<file path="src/rtl/serial_add_ctrl_add2_slice.sv">
// Combinational 2-bit ripple adder built from two full adders.
// Port names match the existing 2-bit adder block so either can be dropped in.
module add2_slice (
    input  logic [1:0] a,
    input  logic [1:0] b,
    input  logic       ci,
    output logic [1:0] s,
    output logic       co
);

    logic w_c1;

    assign s[0] = a[0] ^ b[0] ^ ci;
    assign w_c1 = (a[0] & b[0]) | (ci & (a[0] ^ b[0]));
    assign s[1] = a[1] ^ b[1] ^ w_c1;
    assign co   = (a[1] & b[1]) | (w_c1 & (a[1] ^ b[1]));

endmodule

</file>
<file path="src/rtl/serial_add_ctrl.sv">
// Multi-cycle WIDTH-bit adder: one 2-bit slice consumes a digit per clock, LSB first.
// WIDTH must be even and >= 2; CNT_W is derived and must not be overridden.
module serial_add_ctrl #(
    parameter int WIDTH = 8,
    parameter int CNT_W = $clog2(WIDTH / 2) + 1
) (
    input  logic             clk,
    input  logic             rst,
    input  logic             start,
    input  logic [WIDTH-1:0] a,
    input  logic [WIDTH-1:0] b,
    input  logic             cin,
    output logic             busy,
    output logic             done,
    output logic [WIDTH-1:0] sum,
    output logic             cout
);

    typedef enum logic [1:0] {
        IDLE = 2'd0,
        RUN  = 2'd1,
        DONE = 2'd2
    } state_t;

    state_t             r_state;
    logic [WIDTH-1:0]   r_sa;
    logic [WIDTH-1:0]   r_sb;
    logic [WIDTH-1:0]   r_sum;
    logic               r_cr;
    logic               r_cout;
    logic [CNT_W-1:0]   r_cnt;

    logic [1:0]         w_s;
    logic               w_co;
    logic               w_last;
    logic [WIDTH+1:0]   w_sum_ext;

    add2_slice u_slice (
        .a  (r_sa[1:0]),
        .b  (r_sb[1:0]),
        .ci (r_cr),
        .s  (w_s),
        .co (w_co)
    );

    // New digit enters at the top; dropping the low two bits keeps WIDTH=2 legal.
    assign w_sum_ext = {w_s, r_sum};
    assign w_last    = (r_cnt == CNT_W'(WIDTH / 2 - 1));

    // NOTE: sequential state uses non-blocking (<=) so every register samples
    // pre-edge values, independent of statement order.
    always_ff @(posedge clk or posedge rst) begin
        if (rst) begin
            r_state <= IDLE;
            r_sa    <= '0;
            r_sb    <= '0;
            r_sum   <= '0;
            r_cr    <= 1'b0;
            r_cout  <= 1'b0;
            r_cnt   <= '0;
        end else begin
            case (r_state)
                IDLE, DONE: begin
                    if (start) begin
                        r_sa    <= a;
                        r_sb    <= b;
                        r_cr    <= cin;
                        r_cnt   <= '0;
                        r_state <= RUN;
                    end else begin
                        r_state <= IDLE;
                    end
                end
                RUN: begin
                    r_sa  <= r_sa >> 2;
                    r_sb  <= r_sb >> 2;
                    r_cr  <= w_co;
                    r_sum <= w_sum_ext[WIDTH+1:2];
                    r_cnt <= r_cnt + CNT_W'(1);
                    if (w_last) begin
                        r_cout  <= w_co;
                        r_state <= DONE;
                    end
                end
                default: r_state <= IDLE;
            endcase
        end
    end

    assign busy = (r_state == RUN);
    assign done = (r_state == DONE);
    assign sum  = r_sum;
    assign cout = r_cout;

endmodule

</file>
<file path="config.mk">
export PLATFORM = sky130hd
export DESIGN_NAME = serial_add_ctrl
export DESIGN_NICKNAME = d
export VERILOG_FILES = /design/src/rtl/serial_add_ctrl_add2_slice.sv /design/src/rtl/serial_add_ctrl.sv
export SDC_FILE = /design/constraint.sdc
export NUM_CORES = 1
export LEC_CHECK = 0
export BUFFER_PORTS_ARGS = -buffer_cell sky130_fd_sc_hd__clkbuf_2
export CORE_MARGIN = 2
export CORE_UTILIZATION = 57
export DETAILED_ROUTE_END_ITERATION = 8
export GPL_TIMING_DRIVEN = 0
export PLACE_DENSITY = 0.83
export SKIP_LAST_GASP = 1
export SLEW_MARGIN = 20
export SYNTH_ARGS = -nofsm -noshare
export SYNTH_HDL_FRONTEND = slang
export SYNTH_HIERARCHICAL = 1
export SYNTH_SLANG_ARGS = --single-unit
</file>
<file path="constraint.sdc">
create_clock -name clk -period 2.6 [get_ports clk]
set_input_delay 0.52 -clock clk [delete_from_list [all_inputs] [get_ports clk]]
set_output_delay 0.52 -clock clk [all_outputs]
set_load 0.03 [all_outputs]
</file>
==> results_dict.tcl, run 1 <==
set metrics [dict create \
    status "complete, no violations" \
    stdcell_count 208 \
    yosys.area_share.adder_pct 4.59 \
    tns_ns 0 \
    vias_per_cell 5.53 \
    die_area_um2 2900 \
    cp_cell_sequence "buf_4 > nand2b_4 > inv_2 > buf_2 > clkbuf_2" \
    ys_warn_count 6 \
    async_reset_ff_share_pct 100 \
    slowest_stage "dfrtp_1" \
    grt_overflow_total 0 \
    min_path_type "in2async" \
    synth.distinct_cells 28 \
    num_vias 1151 \
    synthSimpleGateAreaFrac_pct 18.6 \
    power_density_nw_per_um2 1340 \
    final_hold_viol_count 0 \
    fmax_mhz 471 \
    period_share_pct 81.7 \
    synthCells 140 \
    mostFrequentLayoutCell "dfrtp_1" \
    antennaDiodeCount 0 \
    setup_viol 0 \
    ys.flop_type "dfrtp_1" \
    skew_ns 0.0160 \
    post_cts.repair.setup_buffers 0 \
    slew_viol_final 0 \
    crit_fanout 10 \
    gp_congestion 0.780 \
    track_usage_pct 24.8 \
    cap_violations 0 \
    cts_root_buf "clkbuf_4" \
    synthesis.area_um2 1420 \
    synth_compound_area_share_pct 10.8 \
    ioPinCount 31 \
    grt_pass1_vias 1175 \
    crit_path_max_incr_delay_ns 0.37 \
    clockBufferDepth 2 \
    cts_hold_buf 0 \
    start_util_pct 58.9 \
    end_kind "primary output" \
    synth_mux_area_share_pct 4.59 \
    synthesis.nets 164 \
    internal_power_uw 1270 \
    rows 18 \
    critPathRequiredTime_ns 2.08 \
    wirelength_mm 2.92 \
    io_buffers 30 \
    dp_hpwl_mm 2.15 \
    grt_pass1_wl_mm 4.99 \
    cp.buffers_inverters 4 \
    postRouteAntennaNets 0 \
    clock-sinks 31 \
    synth_seq_cells 31 \
    slew_headroom_pct 57.8 \
    grt_max_degree 32 \
    rsz0062_at_grt "false" \
    clk_pin_slew_worst_paths_ns 0.11 \
    drt-met1-wl_mm 1.18 \
    synth_edf_count 0 \
    p_clk_share_pct 14.6 \
    cts_buffers 5 \
    worstPathArrival_ns 1.60 \
    drtIter0Drc 22 \
    power_leakage_uw 0.000876 \
    fin_crit_ns 2.12 \
    pwr-share-seq_pct 37.8 \
    synth-seq-area-share_pct 54.7 \
    design.core.area_um2 2410 \
    die_height_um 53.9 \
    p_sw_uw 987 \
    final_cell_mix "31 x dfrtp_1, 30 x clkbuf_2, 25 x nand2_1" \
    cts_resized 0 \
    cts_htree_levels 2 \
    worstSetupStartpointType "register" \
    cts_tree "built" \
    antenna_found_initial 0 \
    tightest_slew_ns 0.632 \
    path_class "reg2out" \
    wl_met2_mm 1.57 \
    first_pass_iters 4 \
    top_layer "met4" \
    wl_met3_um 132 \
    nets 201 \
    drc 0 \
    peakVddDrop_mv 0.890 \
    syn_avg_cell_area_um2 10.1 \
    clk_latency_ns 0.34 \
    dp_cells 200 \
    synth_top_family_by_area "simple AND/OR/NAND/NOR gates" \
    wl_per_cell_um 14.0 \
    drive_gt1_share_pct 28.1 \
    crit_family "buffers and inverters" \
    netSwitchingFraction_pct 43.7 \
    area_growth_syn_to_layout_pct 18.3 \
    synth_xor_area_share_pct 0 \
    pwr-share-comb_pct 47.7 \
    fp.dieW_um 53.9 \
]
==> power groups by stage <==
stage | Combinational, µW | Sequential, µW | Clock [µW]
after floorplan | 699 | 954 | 0
after global placement | 1030 | 848 | 0
after detailed placement | 1080 | 865 | 0
after CTS | 1090 | 853 | 335
after global routing | 1200 | 879 | 357
final | 1080 | 852 | 329
==> worst paths after layout <==
kind                       cells past startpoint  slack (ns)       to        from
setup / recovery                               5        0.48     busy  r_state[1]
hold / removal                                 2        0.24  r_sb[5]         rst
setup reg to reg                               6        1.04   sum[7]     r_sa[0]
hold reg to reg                                2        0.50   sum[0]      sum[0]
max in group asynchronous                      2        1.93  r_sb[3]         rst
min in group clk                               2        0.41  r_sb[6]        b[6]
==> registers in the layout, indices dropped and copies added, names as in the netlist <==
name / cells
r_sa: 8
r_sb: 8
r_cr: 1
sum: 8
r_cnt: 3
r_state: 2
cout: 1
==> synthesized netlist by cell type (all sizes together), types with 4 or more instances <==
cell | count | area share, %
buf | 7 | 3.3
nor2b | 4 | 1.8
nor2 | 9 | 2.4
o22ai | 8 | 3.5
inv | 11 | 2.9
mux2i | 5 | 3.5
nand3 | 5 | 1.8
dfrtp | 31 | 55
o21ai | 5 | 1.8
nor3 | 8 | 2.8
nand2 | 25 | 6.6
==> layer usage <==
metal / vias to the layer above / track usage, %
met4: 0 / 8.55
met3: 6 / 6.94
met1: 567 / 27.3
met5: - / 0
li1: 545 / -
met2: 33 / 45.1
==> layout make-up <==
type	instances	area, µm²
plain buffers	9	53.8
clock buffers	7	65.1
clock inverters	1	7.51
fillers	203	731
inverters	11	41.3
multi-input cells	89	548
flip-flops and latches	31	776
well taps	30	37.5
repair buffers	30	150
==> metrics by stage <==
stage	setup WS (ns)	hold slack, ns	power [µW]	cell area (µm²)	utilization, %
after floorplan	1.10	0.456	1650	1420	-
after global placement	0.876	0.459	1880	1610	66.7
after detailed placement	0.841	0.476	1950	1610	66.7
after CTS	0.461	0.254	2280	1680	69.7
after global routing	0.399	0.280	2440	1680	69.7
final	0.475	0.240	2260	1680	69.7
==> logic make-up (layout without fill, tap and decap cells) <==
| group | Yosys count | in the layout |
|---|---|---|
| DFF | 31 | 31 |
| and+or+nand+nor | 56 | 56 |
| adders and majority gates | 4 | 4 |
| muxes | 6 | 6 |
| AOI/OAI and AO/OA | 23 | 23 |
| buffers and inverters | 20 | 58 |
No activity file was read; power rests on OpenSTA's default activity.
==> run 2: changes to the inputs <==
Settings changed: CORE_UTILIZATION 57 to 53, PLACE_DENSITY 0.83 to 0.78.
Clock period 2.6 ns to 2.2 ns, I/O delays scaled along.
==> results_dict.tcl, run 2 (same netlist as run 1, synthesis figures left out) <==
set metrics [dict create \
    slew_viol_final 0 \
    cts_htree_levels 2 \
    period_share_pct 93.4 \
    clk_pin_slew_worst_paths_ns 0.10 \
    skew_ns 0.00820 \
    num_vias 1147 \
    first_pass_iters 4 \
    drtIter0Drc 32 \
    crit_fanout 10 \
    dp_hpwl_mm 2.02 \
    cts_root_buf "clkbuf_4" \
    tns_ns 0 \
    power_density_nw_per_um2 1630 \
    wl_per_cell_um 13.9 \
    path_class "reg2out" \
    slew_headroom_pct 57.5 \
    rsz0062_at_grt "false" \
    gp_congestion 0.753 \
    post_cts.repair.setup_buffers 0 \
    grt_overflow_total 0 \
    cap_violations 0 \
    setup_viol 0 \
    die_height_um 55.7 \
    clock-sinks 31 \
    wirelength_mm 2.89 \
    vias_per_cell 5.51 \
    clk_latency_ns 0.34 \
    status "complete, no violations" \
    grt_pass1_vias 1117 \
    drc 0 \
    min_path_type "in2async" \
    final_hold_viol_count 0 \
    fmax_mhz 486 \
    ioPinCount 31 \
    antenna_found_initial 0 \
    fp.dieW_um 55.7 \
    nets 201 \
    clockBufferDepth 2 \
    end_kind "primary output" \
    drive_gt1_share_pct 28.1 \
    power_leakage_uw 0.000887 \
    fin_crit_ns 2.06 \
    grt_max_degree 32 \
    cts_tree "built" \
    cts_buffers 5 \
    worstPathArrival_ns 1.62 \
    start_util_pct 56.8 \
    fillers 185 \
    peakVddDrop_mv 1.12 \
    finish.utilization_pct 67.7 \
    worstSetupStartpointType "register" \
    track_usage_pct 20.9 \
    antennaDiodeCount 0 \
    postRouteAntennaNets 0 \
    critPathRequiredTime_ns 1.76 \
    rows 18 \
    design.core.area_um2 2500 \
    die_area_um2 3110 \
    mostFrequentLayoutCell "dfrtp_1" \
    io_buffers 30 \
    cts_resized 0 \
    cts_hold_buf 0 \
    final_cell_mix "31 x dfrtp_1, 30 x clkbuf_2, 25 x nand2_1" \
    area_growth_syn_to_layout_pct 19.3 \
    tightest_slew_ns 0.637 \
    timing.hold.ws_ns 0.161 \
    grt_pass1_wl_mm 4.95 \
]
run 2: final timing paths:
check	start	to	slack [ns]	cells past startpoint
worst max-delay path	r_state[1]	busy	0.14	5
worst min-delay path	rst	sum[4]	0.16	2
worst max register to register	r_sb[0]	sum[7]	0.61	6
worst min register to register	sum[0]	sum[0]	0.49	2
max in group asynchronous	rst	r_sa[5]	1.62	2
min in group clk	b[6]	r_sb[6]	0.33	2
run 2: per-layer routing:
metal	global-route usage (%)	up-vias	wire (µm)
li1	-	553	-
met1	24.1	564	1230
met2	36.1	24	1480
met3	7.21	6	136
met4	7.32	0	44
met5	0	-	0
run 2: cell type report:
class	count	area, µm²	area share [%]
flip-flops and latches	31	776	45.8
clock inverters	2	35.0	2.07
inverters	11	41.3	2.44
plain buffers	9	53.8	3.18
multi-input cells	89	548	32.4
clock buffers	6	51.3	3.03
well taps	30	37.5	2.22
repair buffers	30	150	8.87
run 2: per-stage QoR:
| stage | worst slack (ns) | area [µm²] | instances | power (µW) |
|---|---|---|---|---|
| finish | 0.144 | 1690 | 208 | 2750 |
| global route | 0.0544 | 1690 | 208 | 2970 |
| CTS | 0.132 | 1690 | 208 | 2770 |
| global placement | 0.545 | 1610 | 200 | 2230 |
| floorplan | 0.695 | 1420 | 140 | 1950 |
| detailed placement | 0.517 | 1610 | 200 | 2290 |
run 2: critical path, cell delays in order (launching register included):
cell and delay, ns:
dfrtp_1 0.38, buf_4 0.16, nand2b_4 0.16, inv_2 0.10, buf_2 0.23, clkbuf_2 0.24
run 2: power breakdown:
part	leakage, µW	switching [µW]	internal (µW)
registers	0.000385	170	834
clock network	0.0000482	207	268
logic	0.000453	789	485
